`src/rtl/pipe_ctrl.sv`:
```
// Sequencing controller for the 4-stage IF/ID/EX-MEM/WB pipeline: PC load, buffer enables/flushes, stalls, redirects, halt.
// Optional performance counters (stall_count, flush_count) are built only when PIPE_PERF_CNT_EN is defined.
module pipe_ctrl #(
  parameter int FLUSH_CYCLES = 1,
  parameter int MEM_TIMEOUT  = 15,
  parameter int DRAIN_CYCLES = 2,
  parameter int CNT_W        = 16
) (
  input  logic             clk,
  input  logic             rst_n,
  input  logic             start,
  input  logic [5:0]       id_rs,
  input  logic [5:0]       id_rt,
  input  logic             id_uses_rs,
  input  logic             id_uses_rt,
  input  logic [5:0]       ex_rd,
  input  logic             ex_mem_read,
  input  logic             ex_mem_write,
  input  logic             dm_ready,
  input  logic [1:0]       pc_change,
  input  logic             halt_req,
  output logic             pc_en,
  output logic             ifid_en,
  output logic             ifid_flush,
  output logic             idex_en,
  output logic             idex_flush,
  output logic             exwb_en,
  output logic [2:0]       state,
  output logic             halted,
  output logic             err,
  output logic [CNT_W-1:0] stall_count,
  output logic [CNT_W-1:0] flush_count
);

  localparam logic [2:0] ST_IDLE     = 3'd0;
  localparam logic [2:0] ST_RUN      = 3'd1;
  localparam logic [2:0] ST_REDIRECT = 3'd2;
  localparam logic [2:0] ST_MEM_WAIT = 3'd3;
  localparam logic [2:0] ST_DRAIN    = 3'd4;
  localparam logic [2:0] ST_HALT     = 3'd5;

  // One shared sequence counter: redirect, memory-wait and drain phases never overlap.
  localparam int M1   = (FLUSH_CYCLES > MEM_TIMEOUT) ? FLUSH_CYCLES : MEM_TIMEOUT;
  localparam int CMAX = (M1 > DRAIN_CYCLES) ? M1 : DRAIN_CYCLES;
  localparam int CW   = $clog2(CMAX + 2);

  localparam logic [CW-1:0] ONE_C     = {{(CW-1){1'b0}}, 1'b1};
  localparam logic [CW-1:0] ZERO_C    = {CW{1'b0}};
  localparam logic [CW-1:0] TIMEOUT_C = CW'(MEM_TIMEOUT);
  localparam logic [CW-1:0] FLUSH_C   = CW'(FLUSH_CYCLES - 1);
  localparam logic [CW-1:0] DRAIN_C   = CW'(DRAIN_CYCLES);

  logic [2:0]    state_r, state_nxt_s;
  logic [CW-1:0] cnt_r, cnt_nxt_s;
  logic          err_r, err_nxt_s;
  logic          mem_busy_s, load_use_s, run_rules_s;

  assign mem_busy_s = (ex_mem_read | ex_mem_write) & ~dm_ready;
  assign load_use_s = ex_mem_read & (ex_rd != 6'd0) &
                      ((id_uses_rs & (id_rs == ex_rd)) | (id_uses_rt & (id_rt == ex_rd)));

  assign state  = state_r;
  assign err    = err_r;
  assign halted = (state_r == ST_HALT);

  // Mealy output decode and next-state selection.
  always_comb begin
    pc_en       = 1'b0;
    ifid_en     = 1'b0;
    ifid_flush  = 1'b0;
    idex_en     = 1'b0;
    idex_flush  = 1'b0;
    exwb_en     = 1'b0;
    state_nxt_s = state_r;
    cnt_nxt_s   = cnt_r;
    err_nxt_s   = err_r;
    run_rules_s = 1'b0;
    case (state_r)
      ST_IDLE: begin
        if (start) state_nxt_s = ST_RUN;
        else       state_nxt_s = ST_IDLE;
      end
      ST_RUN: begin
        if (mem_busy_s) begin
          state_nxt_s = ST_MEM_WAIT;
          cnt_nxt_s   = ONE_C;
        end else begin
          run_rules_s = 1'b1;
        end
      end
      ST_REDIRECT: begin
        pc_en      = 1'b1;
        ifid_flush = 1'b1;
        idex_en    = 1'b1;
        exwb_en    = 1'b1;
        if (cnt_r <= ONE_C) begin
          state_nxt_s = ST_RUN;
          cnt_nxt_s   = ZERO_C;
        end else begin
          cnt_nxt_s   = cnt_r - ONE_C;
        end
      end
      ST_MEM_WAIT: begin
        if (dm_ready) begin
          run_rules_s = 1'b1;
        end else if ((cnt_r + ONE_C) >= TIMEOUT_C) begin
          err_nxt_s   = 1'b1;
          state_nxt_s = ST_HALT;
          cnt_nxt_s   = ZERO_C;
        end else begin
          cnt_nxt_s   = cnt_r + ONE_C;
        end
      end
      ST_DRAIN: begin
        if (mem_busy_s) begin
          cnt_nxt_s = cnt_r;
        end else begin
          ifid_flush = 1'b1;
          idex_flush = 1'b1;
          exwb_en    = 1'b1;
          if (cnt_r <= ONE_C) begin
            state_nxt_s = ST_HALT;
            cnt_nxt_s   = ZERO_C;
          end else begin
            cnt_nxt_s   = cnt_r - ONE_C;
          end
        end
      end
      ST_HALT: begin
        if (start) begin
          state_nxt_s = ST_RUN;
          err_nxt_s   = 1'b0;
        end else begin
          state_nxt_s = ST_HALT;
        end
      end
      default: begin
        state_nxt_s = ST_IDLE;
        cnt_nxt_s   = ZERO_C;
      end
    endcase

    // Events modify the all-enabled RUN base in priority order: redirect, halt, load-use.
    if (run_rules_s) begin
      pc_en       = 1'b1;
      ifid_en     = 1'b1;
      idex_en     = 1'b1;
      exwb_en     = 1'b1;
      state_nxt_s = ST_RUN;
      cnt_nxt_s   = ZERO_C;
      if (pc_change != 2'b00) begin
        ifid_flush = 1'b1;
        idex_flush = 1'b1;
        if (FLUSH_CYCLES > 1) begin
          state_nxt_s = ST_REDIRECT;
          cnt_nxt_s   = FLUSH_C;
        end else begin
          state_nxt_s = ST_RUN;
        end
      end else if (halt_req) begin
        pc_en      = 1'b0;
        ifid_flush = 1'b1;
        idex_flush = 1'b1;
        if (DRAIN_CYCLES > 0) begin
          state_nxt_s = ST_DRAIN;
          cnt_nxt_s   = DRAIN_C;
        end else begin
          state_nxt_s = ST_HALT;
        end
      end else if (load_use_s) begin
        pc_en      = 1'b0;
        ifid_en    = 1'b0;
        idex_flush = 1'b1;
      end else begin
        state_nxt_s = ST_RUN;
      end
    end else begin
      err_nxt_s = err_nxt_s;
    end
  end

  // Controller state registers.
  always_ff @(posedge clk or negedge rst_n) begin
    if (!rst_n) begin
      state_r <= ST_IDLE;
      cnt_r   <= ZERO_C;
      err_r   <= 1'b0;
    end else begin
      state_r <= state_nxt_s;
      cnt_r   <= cnt_nxt_s;
      err_r   <= err_nxt_s;
    end
  end

`ifdef PIPE_PERF_CNT_EN
  localparam logic [CNT_W-1:0] CNT_ONE = {{(CNT_W-1){1'b0}}, 1'b1};
  logic [CNT_W-1:0] stall_cnt_r, flush_cnt_r;
  logic             stall_s, redirect_s;

  assign stall_s    = ((state_r == ST_RUN) | (state_r == ST_MEM_WAIT)) & ~pc_en;
  assign redirect_s = run_rules_s & (pc_change != 2'b00);

  // Saturating stall and redirect-event counters.
  always_ff @(posedge clk or negedge rst_n) begin
    if (!rst_n) begin
      stall_cnt_r <= {CNT_W{1'b0}};
      flush_cnt_r <= {CNT_W{1'b0}};
    end else begin
      if (stall_s && (stall_cnt_r != {CNT_W{1'b1}})) stall_cnt_r <= stall_cnt_r + CNT_ONE;
      else                                           stall_cnt_r <= stall_cnt_r;
      if (redirect_s && (flush_cnt_r != {CNT_W{1'b1}})) flush_cnt_r <= flush_cnt_r + CNT_ONE;
      else                                              flush_cnt_r <= flush_cnt_r;
    end
  end

  assign stall_count = stall_cnt_r;
  assign flush_count = flush_cnt_r;
`else
  assign stall_count = {CNT_W{1'b0}};
  assign flush_count = {CNT_W{1'b0}};
`endif

endmodule

```
`config.mk`:
```
export PLATFORM = sky130hd
export DESIGN_NAME = pipe_ctrl
export DESIGN_NICKNAME = d
export VERILOG_FILES = /design/src/rtl/pipe_ctrl.sv
export SDC_FILE = /design/constraint.sdc
export NUM_CORES = 1
export LEC_CHECK = 0
export BUFFER_PORTS_ARGS = -buffer_cell sky130_fd_sc_hd__buf_2
export CORE_MARGIN = 3
export CORE_UTILIZATION = 35
export DETAILED_ROUTE_END_ITERATION = 7
export PLACE_DENSITY = 0.65
export RECOVER_POWER = 50
export SLEW_MARGIN = 0
export SYNTH_ARGS = -nofsm -noshare
export SYNTH_HDL_FRONTEND = slang
export SYNTH_SLANG_ARGS = --single-unit
```
`constraint.sdc`:
```
create_clock -name clk -period 2.05 [get_ports clk]
set_input_delay 0.41 -clock clk [delete_from_list [all_inputs] [get_ports clk]]
set_output_delay 0.41 -clock clk [all_outputs]
set_load 0.01 [all_outputs]
```
---- Word level (Yosys, flattened, before mapping) ----
Cells that the tools add are included.
word-level totals
  flip-flop bits (word level) ............. 9
  output and inout port bits .............. 43
  word-level logic and storage cells ...... 87
  bits of input ports ..................... 29
operators by class
  bitwise gates (word level) .............. 8
  equal/unequal tests ..................... 17
  mux-type cells .......................... 47
  order comparisons ....................... 2
  reductions and logical operators ........ 8
  add/subtract/negate cells ............... 2
operators by type and width
  operator                                                                          count
  3-bit 2-to-1 mux                                                                  10
  5-bit 2-to-1 mux                                                                  6
  5-bit case mux with 5 select lines                                                1
  1-bit 2-to-1 mux                                                                  24
  3-bit != test, second input constant                                              6
  3-bit case mux with 6 select lines                                                1
  6-bit == test                                                                     2
  4-bit AND reduction                                                               2
  3-bit by 2-bit == test with 1-bit output, second input constant                   2
  3-bit == test, second input constant                                              2
  2-bit != test, second input constant                                              3
  1-bit case mux with 2 select lines                                                3
  6-bit AND reduction                                                               1
  6-bit nonzero test                                                                1
  5-bit by 1-bit adder with 5-bit output, second input constant                     1
  1-bit bitwise AND                                                                 5
  5-bit by 4-bit >= comparator with 1-bit output, second input constant             1
  5-bit by 1-bit less-or-equal comparator with 1-bit output, second input constant  1
  5-bit by 1-bit subtractor with 5-bit output, second input constant                1
  2-bit 2-to-1 mux                                                                  2
  2-bit nonzero test                                                                2
  3-bit by 1-bit == test with 1-bit output, second input constant                   1
  3-bit zero test                                                                   1
  2-bit by 1-bit != test with 1-bit output, second input constant                   1
  other kinds (3)                                                                   4

---- Depth between registers and ports, before layout ----
  word-level depth ........................ 8
  mapped depth ............................ 7
  gate-level depth less buffers ........... 7

---- Worst setup path after synthesis ----
No wires, ideal clock.
  kind .................................... input port to output port
  start ................................... input ex_rd[2]
  end ..................................... output pc_en
  arrival time ............................ 1,505 ps
  stages .................................. 3
  setup slack ............................. 135 ps
  buffers on the path ..................... 0
  data required time ...................... 1,640 ps
  cell sequence ........................... or4_1 -> o311a_1 -> o31ai_2
between the ends
  cells in the longest elaborated chain, start to end .. 8
  elaborated cells on any way between the ends .. 12
  classes of those cells .................. eq/ne: 2; mux: 4; bitwise: 5; reduce/logical: 1
RTL lines
  what                   line  source
  start: declaration     16    input logic [5:0] ex_rd,
  6-bit == test          60    ((id_uses_rs & (id_rs == ex_rd)) | (id_uses_rt & (id_rt == ex_rd)));
  1-bit bitwise AND      60
  1-bit OR               60
  1-bit bitwise AND (*)  59    assign load_use_s = ex_mem_read & (ex_rd != 6'd0) &
  1-bit 2-to-1 mux (*)   170   end else if (load_use_s) begin
  1-bit 2-to-1 mux (*)   160   end else if (halt_req) begin
  1-bit 2-to-1 mux (*)   151   if (pc_change != 2'b00) begin
  1-bit 2-to-1 mux (*)   144   if (run_rules_s) begin
  end: declaration       22    output logic pc_en,
Mark *: on every way between the ends. The rest lies on a longest branch, timed or not.

---- Worst setup path after layout ----
Same ends and word-level chain as after synthesis.

==> flow_metrics.py <==
metrics = {
    "critical_path": {
        "arrival_ns": 1.70,
        "crit_end": "pc_en",
        "ff2ff_setup_slack_ns": 0.14,
        "worst-r2r-cell-count": 7,
        "startpoint_type": "input pin",
        "worstSetupPathType": "input pin to output port",
        "r2r_end": "state[2]",
        "crit_path_max_fanout": 3,
        "cp.required_ns": 1.64,
        "reg2reg_from": "cnt_r[0]",
        "crit_path_end_kind": "output port",
        "cp-startpoint": "ex_rd[2]",
    },
    "yosys": {
        "syn_area_sq_mm": 0.001331,
        "synth_flop_cell": "dfrtp_1",
        "yosysWarnings": 0,
        "netlist_top_cells_count": "buf_4, xnor2_1, nand2_1",
        "synthTopCellsByArea": "buf_4, dfrtp_1, xnor2_1",
        "synth.yosys.seq_area_share_pct": 16.92,
        "netlist_instances": 160,
        "ys_seq_elements": 9,
        "synth_top_area_cell": "buf_4",
        "synth_edf_count": 0,
        "yosys.cell_count.top_type": "buf_4",
        "synth_top_area_share_pct": 18.61,
        "synthArstFlopShare_pct": 100.0,
        "synthDistinctLibCells": 51,
        "syn_area_per_cell_sq_um": 8.320,
    },
    "clock_network": {
        "worstSkewPairLatency_ns": 0.23,
        "cts.htree.levels": 1,
        "cts_tree": "yes",
        "numCtsBuffers": 3,
        "clockBufferDepth": 2,
        "clk_pin_slew_ns": 0.05,
        "cts_setup_buffers": 0,
        "cts_root_buffer": "clkbuf_8",
        "cts_sinks": 9,
    },
    "final_layout": {
        "n_antenna_cell": 0,
        "area_growth_pct": 20.02,
        "final_nets": 240,
        "post-route-util_pct": 45.72,
        "drive_above_1_share_pct": 36.89,
    },
    "sta": {
        "rsz0062_at_grt": "true",
        "finalSetupTns_ns": -0.06471,
        "fin_worst_skew_ns": 0.001925,
        "setup_slack_ns": -0.06036,
        "finalHoldViolCount": 0,
        "min_period_ns": 2.110,
        "period_share_pct": 102.9,
        "max_freq_mhz": 473.9,
        "slew_headroom_pct": 52.04,
        "tightest_slew_ns": 0.7194,
        "drv_slew": 0,
        "holdWs_ns": 0.1136,
        "setup_viol_count_final": 2,
    },
    "power_and_ir_drop": {
        "leakage_nw": 0.7594,
        "vdd_drop_max_mv": 0.3079,
        "power.density_mw_per_mm2": 1059,
    },
    "floorplanning": {
        "ios": 72,
        "fp.dieArea_sq_mm": 0.004580,
        "start_util_pct": 38.10,
        "die-width_um": 67.68,
        "core_area_sq_mm": 0.003495,
        "row_count": 21,
        "dieHeight_um": 67.68,
    },
    "route": {
        "drt-vias-per-instance": 4.687,
        "postRouteAntennaNets": 0,
        "dr.pass1.iters": 4,
        "wl_per_cell_um": 12.17,
        "dr_total_vias": 1181,
        "drt_wl_total_um": 3067,
        "drtIter0Drc": 54,
        "drc": 0,
    },
    "global_route": {
        "grt_antenna_before_repair": 0,
        "grt_pass1_wl_um": 4595,
        "grt-ovfl-total": 0,
        "gr-usage-all-layers_pct": 13.16,
        "grt_max_degree": 14,
        "grt_pass1_vias": 993,
    },
    "outcome": {
        "violations": "negative setup slack",
        "outcome": "complete, but fails checks",
    },
    "flow_run": {
        "cap_viol_max_count": 0,
    },
    "placed_design": {
        "place_ws_ns": -0.06528,
        "io_buffer_count": 39,
        "dp_hpwl_um": 2481,
        "routabilityCongestion": 0.8611,
    },
    "hold_path": {
        "min_path_type": "input pin to async pin",
    },
}
[placed cells by master, fill, tap and decap left out, drive strengths merged, types with 3 or more instances in the layout]
cell | netlist | layout
nor2 | 7 | 7
dfrtp | 9 | 9
o21a | 3 | 3
clkbuf | 0 | 7
o22ai | 3 | 3
a31oi | 4 | 4
conb | 1 | 32
nand2 | 11 | 11
ha | 4 | 4
xnor2 | 14 | 14
o21ai | 4 | 4
a21oi | 7 | 7
nor3 | 4 | 4
nor2b | 4 | 4
o211ai | 3 | 3
nand3 | 7 | 7
inv | 6 | 6
buf | 38 | 46
[how the worst min path moves through the flow]
| stage | start | slack [ns] | to | cells past startpoint |
|---|---|---|---|---|
| floorplan | rst_n | 0.11 | cnt_r[0] | 0 |
| global placement | rst_n | 0.28 | cnt_r[2] | 1 |
| detailed placement | rst_n | 0.28 | cnt_r[3] | 1 |
| CTS | rst_n | 0.03 | cnt_r[3] | 1 |
| global route | rst_n | 0.15 | cnt_r[4] | 1 |
| finish | rst_n | 0.11 | cnt_r[1] | 1 |
[logic make-up after synthesis]
| family | after synthesis | share of synthesized area, % |
|---|---|---|
| XOR/XNOR | 15 | 11.00 |
| adder cells (fa/ha/maj) | 4 | 3.760 |
| other | 1 | 0.2817 |
| flip-flops | 9 | 16.92 |
| AND/OR/NAND/NOR | 47 | 19.93 |
| buffers and inverters | 44 | 23.59 |
| AO/OA/AOI/OAI | 40 | 24.53 |
[critical path: stages]
cell     delay (ns)
buf_6          0.09
or4_4          0.53
o311a_4        0.35
o31ai_2        0.16
buf_2          0.16
[metrics by stage]
stage | area [sq um] | cells | power (W)
final | 1598 | 252 | 0.001693
after global routing | 1598 | 252 | 0.001850
after CTS | 1535 | 252 | 0.001665
after detailed placement | 1484 | 248 | 0.001447
after global placement | 1484 | 248 | 0.001441
after floorplan | 1448 | 191 | 0.001210
[sequential cells by signal, summed over array words and instances (netlist names)]
register and flops:
err 1, state 3, cnt_r 5
[cell type report]
type,count,area [sq um]
clock buffer,4,45.04
sequential,9,226.5
timing repair buffer,49,272.8
multi-input combinational,138,973.4
fill,354,1897
tap,46,57.56
inverter,6,22.52
[metal layers]
| layer | vias up | part of all wire, % | global-route usage, % |
|---|---|---|---|
| met2 | 42 | 50 | 20.29 |
| met3 | 4 | 5.3 | 1.997 |
| met4 | 0 | 1.3 | 4.557 |
| met5 | - | 0 | 0 |
| met1 | 545 | 44 | 18.44 |
| li1 | 590 | - | - |
[power breakdown]
| group | internal (W) | switching [W] | total, W |
|---|---|---|---|
| sequential | 0.000236 | 0.0000760 | 0.000312 |
| clock | 0.000136 | 0.0000702 | 0.000206 |
| combinational | 0.000516 | 0.000659 | 0.00117 |
[what timing repair did]
action,4_1_cts,5_1_grt
pin swaps,1,3
gates cloned,0,0
setup endpoints to repair,3,4
resized for setup,1,11
hold buffers,0,0
(Power assumes the default switching activity.)
